==> config.mk <==
export PLATFORM = sky130hd
export DESIGN_NAME = div_sequencer
export DESIGN_NICKNAME = d
export VERILOG_FILES = /design/src/rtl/div_sequencer.sv
export SDC_FILE = /design/constraint.sdc
export NUM_CORES = 1
export LEC_CHECK = 0
export CAP_MARGIN = 20
export CELL_PAD_IN_SITES_DETAIL_PLACEMENT = 1
export CELL_PAD_IN_SITES_GLOBAL_PLACEMENT = 1
export CORE_ASPECT_RATIO = 0.5
export CORE_UTILIZATION = 35
export CTS_CLUSTER_DIAMETER = 40
export DETAILED_ROUTE_END_ITERATION = 7
export PLACE_DENSITY_LB_ADDON = 0.3
export SLEW_MARGIN = 0
export SYNTH_ARGS = -nofsm -noshare
export SYNTH_HDL_FRONTEND = slang
export SYNTH_SLANG_ARGS = --single-unit
==> constraint.sdc <==
create_clock -name clk -period 2.55 [get_ports clk]
set_input_delay 0.51 -clock clk [delete_from_list [all_inputs] [get_ports clk]]
set_output_delay 0.51 -clock clk [all_outputs]
set_load 0.1 [all_outputs]
==> src/rtl/div_sequencer.sv <==
// Control sequencer for an iterative divider: accepts an operand pair, loads it over a
// shared bus, runs the datapath for ITER cycles and returns quotient/remainder.
module div_sequencer #(
    parameter int WIDTH = 16,
    parameter int ITER  = 16
) (
    input  logic             clk,
    input  logic             rst,
    input  logic             req_valid,
    output logic             req_ready,
    input  logic [WIDTH-1:0] dividend_in,
    input  logic [WIDTH-1:0] divisor_in,
    output logic [WIDTH-1:0] dp_data,
    output logic             dp_load_dividend,
    output logic             dp_load_divisor,
    output logic             dp_start,
    output logic             dp_enable,
    input  logic [WIDTH-1:0] dp_result,
    input  logic [WIDTH-1:0] dp_residue,
    output logic             rsp_valid,
    input  logic             rsp_ready,
    output logic [WIDTH-1:0] quotient,
    output logic [WIDTH-1:0] remainder,
    output logic             div_by_zero,
    output logic             busy
);

    localparam int CW = $clog2(ITER + 1);

    typedef enum logic [2:0] {
        IDLE,
        LOAD_DVD,
        LOAD_DVS,
        INIT,
        RUN,
        CAPTURE,
        RESP
    } state_t;

    state_t           state_q, state_d;
    logic [CW-1:0]    cnt_q, cnt_d;
    logic [WIDTH-1:0] dvd_q, dvd_d;
    logic [WIDTH-1:0] dvs_q, dvs_d;
    logic [WIDTH-1:0] quot_q, quot_d;
    logic [WIDTH-1:0] rem_q, rem_d;
    logic             dbz_q, dbz_d;
    logic             rsp_valid_q, rsp_valid_d;
    logic             req_ready_q, busy_q;
    logic [WIDTH-1:0] dp_data_q, dp_data_d;
    logic             ld_dvd_q, ld_dvs_q, start_q, enable_q;

    always_comb begin
        state_d = state_q;
        cnt_d   = cnt_q;
        dvd_d   = dvd_q;
        dvs_d   = dvs_q;
        quot_d  = quot_q;
        rem_d   = rem_q;
        dbz_d   = dbz_q;
        case (state_q)
            IDLE: begin
                if (req_valid && req_ready_q) begin
                    dvd_d   = dividend_in;
                    dvs_d   = divisor_in;
                    state_d = LOAD_DVD;
                end
            end
            LOAD_DVD: state_d = LOAD_DVS;
            LOAD_DVS: begin
                // A zero divisor never reaches the datapath; the result is fixed here.
                if (dvs_q == '0) begin
                    quot_d  = '1;
                    rem_d   = dvd_q;
                    dbz_d   = 1'b1;
                    state_d = RESP;
                end else begin
                    state_d = INIT;
                end
            end
            INIT: begin
                cnt_d   = '0;
                state_d = RUN;
            end
            RUN: begin
                cnt_d = cnt_q + CW'(1);
                if (cnt_q == CW'(ITER - 1)) state_d = CAPTURE;
            end
            CAPTURE: begin
                quot_d  = dp_result;
                rem_d   = dp_residue;
                dbz_d   = 1'b0;
                state_d = RESP;
            end
            RESP: begin
                if (rsp_valid_q && rsp_ready) state_d = IDLE;
            end
            default: state_d = IDLE;
        endcase

        // rsp_valid trails RESP entry by one cycle so results settle before being offered.
        rsp_valid_d = (state_q == RESP) && !(rsp_valid_q && rsp_ready);

        dp_data_d = '0;
        if (state_d == LOAD_DVD)      dp_data_d = dvd_d;
        else if (state_d == LOAD_DVS) dp_data_d = dvs_d;
    end

    always_ff @(posedge clk) begin
        if (rst) begin
            state_q     <= IDLE;
            cnt_q       <= '0;
            dvd_q       <= '0;
            dvs_q       <= '0;
            quot_q      <= '0;
            rem_q       <= '0;
            dbz_q       <= 1'b0;
            rsp_valid_q <= 1'b0;
            req_ready_q <= 1'b1;
            busy_q      <= 1'b0;
            dp_data_q   <= '0;
            ld_dvd_q    <= 1'b0;
            ld_dvs_q    <= 1'b0;
            start_q     <= 1'b0;
            enable_q    <= 1'b0;
        end else begin
            state_q     <= state_d;
            cnt_q       <= cnt_d;
            dvd_q       <= dvd_d;
            dvs_q       <= dvs_d;
            quot_q      <= quot_d;
            rem_q       <= rem_d;
            dbz_q       <= dbz_d;
            rsp_valid_q <= rsp_valid_d;
            req_ready_q <= (state_d == IDLE);
            busy_q      <= (state_d != IDLE);
            dp_data_q   <= dp_data_d;
            ld_dvd_q    <= (state_d == LOAD_DVD);
            ld_dvs_q    <= (state_d == LOAD_DVS);
            start_q     <= (state_d == INIT);
            enable_q    <= (state_d == RUN);
        end
    end

    assign req_ready        = req_ready_q;
    assign busy             = busy_q;
    assign rsp_valid        = rsp_valid_q;
    assign quotient         = quot_q;
    assign remainder        = rem_q;
    assign div_by_zero      = dbz_q;
    assign dp_data          = dp_data_q;
    assign dp_load_dividend = ld_dvd_q;
    assign dp_load_divisor  = ld_dvs_q;
    assign dp_start         = start_q;
    assign dp_enable        = enable_q;

endmodule

---- Word level (Yosys, flattened, before mapping) ----
Index checks and enable logic that the tools add are counted.
word-level totals
  output and inout port bits .............. 56
  register bits ........................... 96
  input port bits ......................... 68
cells by class
  equal/unequal tests ..................... 12
  muxes and demuxes ....................... 18
  add/subtract/negate cells ............... 1
  reduce and logical (&&, ||, !) cells .... 11
operators by type and width
  operator                                       number
  two-way mux 16 bit                             8
  one-hot mux 16 bit (2 select lines)            2
  one-hot mux 3 bit (7 select lines)             1
  logical NOT 16 bit                             1
  == test 3 x 2 -> 1 bit, second input constant  4
  == test 3 bit, second input constant           4
  two-way mux 3 bit                              4
  one-hot mux 5 bit (2 select lines)             1
  == test 3 x 1 -> 1 bit, second input constant  2
  logical NOT 3 bit                              2
  adder 5 x 1 -> 5 bit, second input constant    1
  == test 5 x 4 -> 1 bit, second input constant  1
  nonzero test 2 bit                             2
  logical AND 1 bit                              3
  nonzero test 3 bit                             1
  != test 2 bit, second input constant           1
  one-hot mux 1 bit (2 select lines)             1
  AND reduction 2 bit                            1
  logical NOT 1 bit                              1
  two-way mux 1 bit                              1

---- Logic depth before layout (Yosys ltp) ----
Gate-level depths: netlist of run 1.
  depth in word-level cells ............... 6
  gate-level depth with buffers ........... 8
  gate-level depth less buffers ........... 7

---- Least setup slack after synthesis of run 1 ----
OpenSTA, ideal clock, no wires.
  path type ............................... flip-flop to flip-flop
  start point ............................. reg req_ready_q, in the netlist req_ready
  end point ............................... reg dp_data_q[10], in the netlist dp_data[10]
  arrival ................................. 1.999 ns
  cell stages (with the launch flop) ...... 7
  slack ................................... 0.408 ns
  cell sequence ........................... dfxtp_1 > and3b_1 > and2_1 > buf_4 > buf_4 > mux2i_1 > o32ai_2
on the way
  longest elaborated chain between the ends .. 6
  elaborated cells between the ends (all ways) .. 11
  those cells by class .................... 2 x eq/ne; 8 x mux; 1 x reduce/logical
ends and longest elaborated chain
  element                             line  RTL
  from (decl)                         48    logic req_ready_q, busy_q;
  from (signal assigned)              134   req_ready_q <= (state_d == IDLE);
  logical AND 1 bit (*)               62    if (req_valid && req_ready_q) begin
  two-way mux 3 bit                   62
  one-hot mux 3 bit (7 select lines)  60    case (state_q)
  == test 3 x 2 -> 1 bit              105   else if (state_d == LOAD_DVS) dp_data_d = dvs_d;
  two-way mux 16 bit                  105
  two-way mux 16 bit (*)              104   if (state_d == LOAD_DVD) dp_data_d = dvd_d;
  to (signal assigned)                136   dp_data_q <= dp_data_d;
  to (decl)                           49    logic [WIDTH-1:0] dp_data_q, dp_data_d;
Mark *: on every way between the ends. The rest lies on a longest branch, timed or not.
A chain may end at the register's enable or synchronous reset.

---- Final worst setup path of run 1 ----
  start point ............................. reg cnt_q[0]
  end point ............................... reg dp_data_q[5], in the netlist dp_data[5]
on the way
  longest elaborated chain between the ends .. 6
  elaborated cells between the ends (all ways) .. 7
  those cells by class .................... 3 x eq/ne; 4 x mux
ends and longest elaborated chain
  element                                 line  RTL
  from (decl)                             41    logic [CW-1:0] cnt_q, cnt_d;
  from (signal assigned)                  127   cnt_q <= cnt_d;
  == test 5 x 4 -> 1 bit (*)              86    if (cnt_q == CW'(ITER - 1)) state_d = CAPTURE;
  two-way mux 3 bit (*)                   86
  one-hot mux 3 bit (7 select lines) (*)  60
  == test 3 x 2 -> 1 bit                  105
  two-way mux 16 bit                      105
  two-way mux 16 bit (*)                  104
Marks and branches as above.

==> out/results.txt, run 1 <==
Fmax achieved - 0.463 GHz
cell accounting for the most synthesized area - dfxtp_1
Total GRT Usage - 0.194
top area cells in the synthesized netlist - dfxtp_1, mux2i_1, nand3_1, nor2_1, a22oi_1
Buf+Inv Stages, Crit Path - 1
Total Power - 6430 uW
Vias/cell - 5.29
family with the most delay on the worst path - compound AO/OA/AOI/OAI gates
Die Area - 11400 sq um
core area - 10400 sq um
num ports - 124
Crit path arrival time - 2.38 ns
HP Class - primary input to register
WS Path Type - register to register
Min Clock Period, post-route - 2.16 ns
Post-synth EDFFs - 0
Final #Nets - 545
H-tree levels - 3
vias in the first global route - 3401
clock tree root driver cell - clkbuf_16
Die H - 76.2 um
status - completed
Reg clk slew, reported paths - 0.07 ns
Synth Instances - 358
Req. time, crit path - 2.77 ns
most common cell in the netlist - dfxtp_1
crit-path max FO - 18
syn_nets - 428
Cell variety after synth - 45
Worst VDD drop - 0.643 mV
RSZ-0062 raised after global routing - false
critical path, cell by cell - ha_1 -> and3_1 -> ha_1 -> and2_1 -> o21ai_0 -> a2bb2oi_4 -> buf_4 -> o32ai_1
clock buffer depth - 2
final core utilization - 0.511
DRT Wirelength - 10.9 mm
async set or reset register ratio after synthesis - 0
top_reg_cell synth - dfxtp_1
TNS Setup - 0 ns
antenna violations before repair - 0
max-cap viol count - 0
RD Place Congestion - 0.735
Rows - 26
synthesized cell area - 3850 sq um
pin count of the biggest net entering global routing - 33
cts repair resizes - 0
gr ovfl total - 0
hold-fix buffers at CTS - 0
routed via count - 3279
I/O Buffers - 123
DRC Markers - 0
clock sink count - 96
CTS Buf Count - 9
synthesis-to-finish area growth - 38.7%
Worst Slack Setup Final - 0.392 ns
startpoint types - register
Crit path largest cell delay - 0.36 ns
global-route wire length before repair - 17.4 mm
Hold Violations, Final - 0
proportion of netlist area held by the largest area contributor - 0.499
post-route ant nets - 0
1st-pass router iterations - 4
Setup crit end kind - register
Max Slew Vio Count - 0
CP dominant cell by count - ha_1
clk_skew - 0.00924 ns
Skew-Pair Late Insertion Delay - 0.35 ns
Post-synth top cells - dfxtp_1, nor2_1, nand3_1, mux2i_1, a22oi_1
CP max stage cell - o21ai_0
layout cell share with drive strength beyond 1 - 0.238
post-synthesis sequential area ratio - 0.499
Worst Tran Pin Value - 0.714 ns
DRT iter0 DRCs - 115
CTS tree - done
Post-CTS Setup Inserts - 0
Yosys Warn Count - 0
leakage - 0.00203 uW
PwrDens - 1200 nW/um^2
Antenna diodes - 0
Syn Area/Cell - 10.8 sq um
Final setup viols - 0
post-DP HPWL - 7.73 mm
Synth Register Bits - 96
Placement Setup Slack - 0.341 ns
wire per inst - 17.5 um
Final Cycle Share - 0.846
starting density of the core - 0.369
worst rel slew slack - 0.524
Die W - 150 um
==> worst paths after layout <==
check	from	slack [ns]	end	cells after the start
setup / recovery	cnt_q[0]	0.39	dp_data[5]	8
hold / removal	rst	0.48	state_q[2]	2
hold reg to reg	dvd_q[14]	0.49	remainder[14]	2
setup reg to reg	cnt_q[0]	0.39	dp_data[5]	8
==> layer usage <==
layer / global-route usage / vias to the layer above / share of wire
li1: - / 1577 / -
met1: 0.246 / 1615 / 0.47
met2: 0.323 / 81 / 0.48
met3: 0.0533 / 6 / 0.046
met4: 0.0515 / 0 / 0.0077
met5: 0 / - / 0
==> report_power, final <==
part,total (uW),internal (uW),switching [uW],leakage [uW]
Sequential,2020,1800,222,0.000781
Combinational,3090,895,2200,0.00111
Clock,1310,681,630,0.000135
==> stage by stage <==
step / hold WS, ns / cell area [sq um] / instances
after floorplan: 0.457 / 3850 / 358
after global placement: 0.477 / 5050 / 604
final: 0.484 / 5340 / 620
after detailed placement: 0.486 / 5050 / 604
after CTS: 0.476 / 5340 / 620
after global routing: 0.493 / 5340 / 620
==> cell type report <==
cell class,instances,area (sq um)
Fill cell,1151,5100
Sequential cell,96,1920
Multi-Input combinational cell,227,1740
Timing Repair Buffer,137,1200
Clock buffer,9,225
Tap cell,140,175
Clock inverter,7,61.3
Inverter,4,15.0
==> sequential cells by signal, indices dropped and copies added (netlist names) <==
| name | flops |
|---|---|
| rsp_valid | 1 |
| state_q | 3 |
| quotient | 16 |
| dp_load_divisor | 1 |
| cnt_q | 5 |
| dp_enable | 1 |
| dvs_q | 16 |
| remainder | 16 |
| dp_load_dividend | 1 |
| dp_start | 1 |
| div_by_zero | 1 |
| dvd_q | 16 |
| busy | 1 |
| dp_data | 16 |
| req_ready | 1 |
==> cells by family (layout without fill, tap and decap cells) <==
group,count (synthesis),count (layout),share of synthesized area
AND/OR/NAND/NOR,108,108,0.164
flip-flops,96,96,0.499
AO/OA/AOI/OAI,84,84,0.195
buffers and inverters,35,157,0.0497
multiplexers,33,33,0.0858
adder cells (fa/ha/maj),2,2,0.00650
==> layout by cell type (no fill, tap or decap), types with 8 or more instances in the layout <==
| master | netlist | final |
|---|---|---|
| o221a_1 | 10 | 10 |
| mux2i_1 | 33 | 33 |
| o32ai_1 | 8 | 8 |
| buf_4 | 8 | 69 |
| nand3_1 | 34 | 34 |
| nor2_1 | 39 | 39 |
| clkdlybuf4s50_1 | 0 | 66 |
| a22oi_1 | 18 | 18 |
| a21oi_1 | 8 | 8 |
| dfxtp_1 | 96 | 96 |
| clkbuf_16 | 0 | 9 |
| o32ai_2 | 8 | 8 |
| a31oi_1 | 16 | 16 |
Power figures use the tool's default switching activity.
==> run 2, diff against run 1 <==
==> constraint.sdc (replaced) <==
create_clock -name clk -period 2.15 [get_ports clk]
set_input_delay 0.43 -clock clk [delete_from_list [all_inputs] [get_ports clk]]
set_output_delay 0.43 -clock clk [all_outputs]
set_load 0.1 [all_outputs]
==> run 2 against run 1 <==
Net effect: first-iteration DRC count rose by 63%; cell area rose by 1.6%; clock-buffer cell count rose by 1; via count barely moved; combinational power rose by 24%; clock power rose by 30%; hold slack improved by 0.0010 ns; global-route usage rose by 0.97 points; highest routed layer unchanged.
==> out/results.txt, run 2 (synthesis gave the netlist of run 1 again) <==
global-route wire length before repair - 18.1 mm
final core utilization - 0.519
r2r worst-path depth - 8
crit-path max FO - 18
Setup crit end kind - register
leakage - 0.00208 uW
H-tree levels - 3
clock buffer depth - 2
CTS Buf Count - 9
gr ovfl total - 0
PwrDens - 1460 nW/um^2
R2R Setup Slk - 0.21 ns
Vias/cell - 5.27
FF-to-FF End - dp_data[0]
layout cell share with drive strength beyond 1 - 0.241
min-delay src - rst
hold-fix buffers at CTS - 0
HP Class - primary input to register
Final Cycle Share - 0.904
fin area - 5420 sq um
1st-pass router iterations - 4
final std cells w/o fill - 622
Post-DP Area - 5110 sq um
Die W - 150 um
synthesis-to-finish area growth - 40.9%
Total GRT Usage - 0.204
worst rel slew slack - 0.634
Rows - 26
Die H - 76.2 um
most frequent cells in the layout - dfxtp_1, buf_4, clkdlybuf4s50_1
DRT iter0 DRCs - 187
clock tree root driver cell - clkbuf_16
Max Slew Vio Count - 0
Hold WS - 0.485 ns
clock sink count - 96
RD Place Congestion - 0.789
Worst Tran Pin Value - 0.548 ns
RSZ-0062 raised after global routing - false
I/O Buffers - 123
Hold Path End - state_q[1]
Min Clock Period, post-route - 1.94 ns
status - completed
max-cap viol count - 0
post-route ant nets - 0
Worst Hold Depth - 2
Req. time, crit path - 2.36 ns
CTS tree - done
Final setup viols - 0
core area - 10400 sq um
Fmax achieved - 0.514 GHz
startpoint types - register
TNS Setup - 0 ns
DRT Wirelength - 11.2 mm
vias in the first global route - 3461
area of the multi-input gates - 1740 sq um
Antenna diodes - 0
cts repair resizes - 0
# fillers - 1155
pin count of the biggest net entering global routing - 49
clk_skew - 0.0100 ns
Worst VDD drop - 0.753 mV
Placed Cells incl. Taps - 606
Reg clk slew, reported paths - 0.07 ns
leading cell type in the layout, fill and taps excluded - dfxtp_1
worst r2r src - cnt_q[0]
Crit path arrival time - 2.16 ns
post-DP HPWL - 7.84 mm
wire per inst - 18.1 um
routed via count - 3278
Die Area - 11400 sq um
WS Path Type - register to register
Post-CTS Setup Inserts - 0
DRC Markers - 0
antenna violations before repair - 0
Final #Nets - 547
Skew-Pair Late Insertion Delay - 0.35 ns
starting density of the core - 0.369
Hold Violations, Final - 0
num ports - 124
register area - 1920 sq um
## run 2: changes by cell type in the layout (fill, tap and decap cells not counted), sizes merged
cell and change:
buf +2, clkinvlp -2, bufinv +1, clkinv -1, clkbuf +1, inv +1
## run 2: metrics by stage
| step | total power, uW | worst slack [ns] |
|---|---|---|
| floorplan | 5280 | 0.00762 |
| global placement | 6210 | 0.106 |
| detailed placement | 6260 | 0.108 |
| CTS | 7990 | 0.0906 |
| global route | 8290 | 0.0757 |
| finish | 7920 | 0.206 |
## run 2: how the worst max path moves through the flow
stage / start / to / slack [ns]
CTS: cnt_q[0] / dp_data[0] / 0.09
global placement: req_valid / dp_data[7] / 0.11
global route: dvs_q[11] / quotient[3] / 0.08
floorplan: req_ready / dp_data[10] / 0.008
detailed placement: req_valid / dp_data[9] / 0.11
finish: cnt_q[0] / dp_data[0] / 0.21
## run 2: report_power, final
group          leakage [uW]  total [uW]  internal [uW]  switching, uW
clock              0.000158        1700            963            735
combinational       0.00114        3820           1170           2640
sequential         0.000781        2410           2140            274
## run 2: cell type report
type	count	area share
clock inverter	6	0.0145
multi-input combinational	227	0.320
clock buffer	10	0.0441
sequential	96	0.354
tap	140	0.0323
timing repair buffer	139	0.232
inverter	4	0.00277
## run 2: critical path, cell delays in order (launching register included)
cell and delay (ns):
dfxtp_1 0.35, ha_1 0.24, and3_1 0.20, ha_1 0.17, and2_1 0.15, o21ai_1 0.23, a2bb2oi_4 0.18, buf_12 0.18
o32ai_1 0.11
## run 2: layer usage
metal / GRT usage / vias up / share of wire
met5: 0 / - / 0
met4: 0.0657 / 0 / 0.016
met3: 0.0485 / 14 / 0.040
met2: 0.339 / 84 / 0.48
met1: 0.258 / 1599 / 0.46
li1: - / 1581 / -
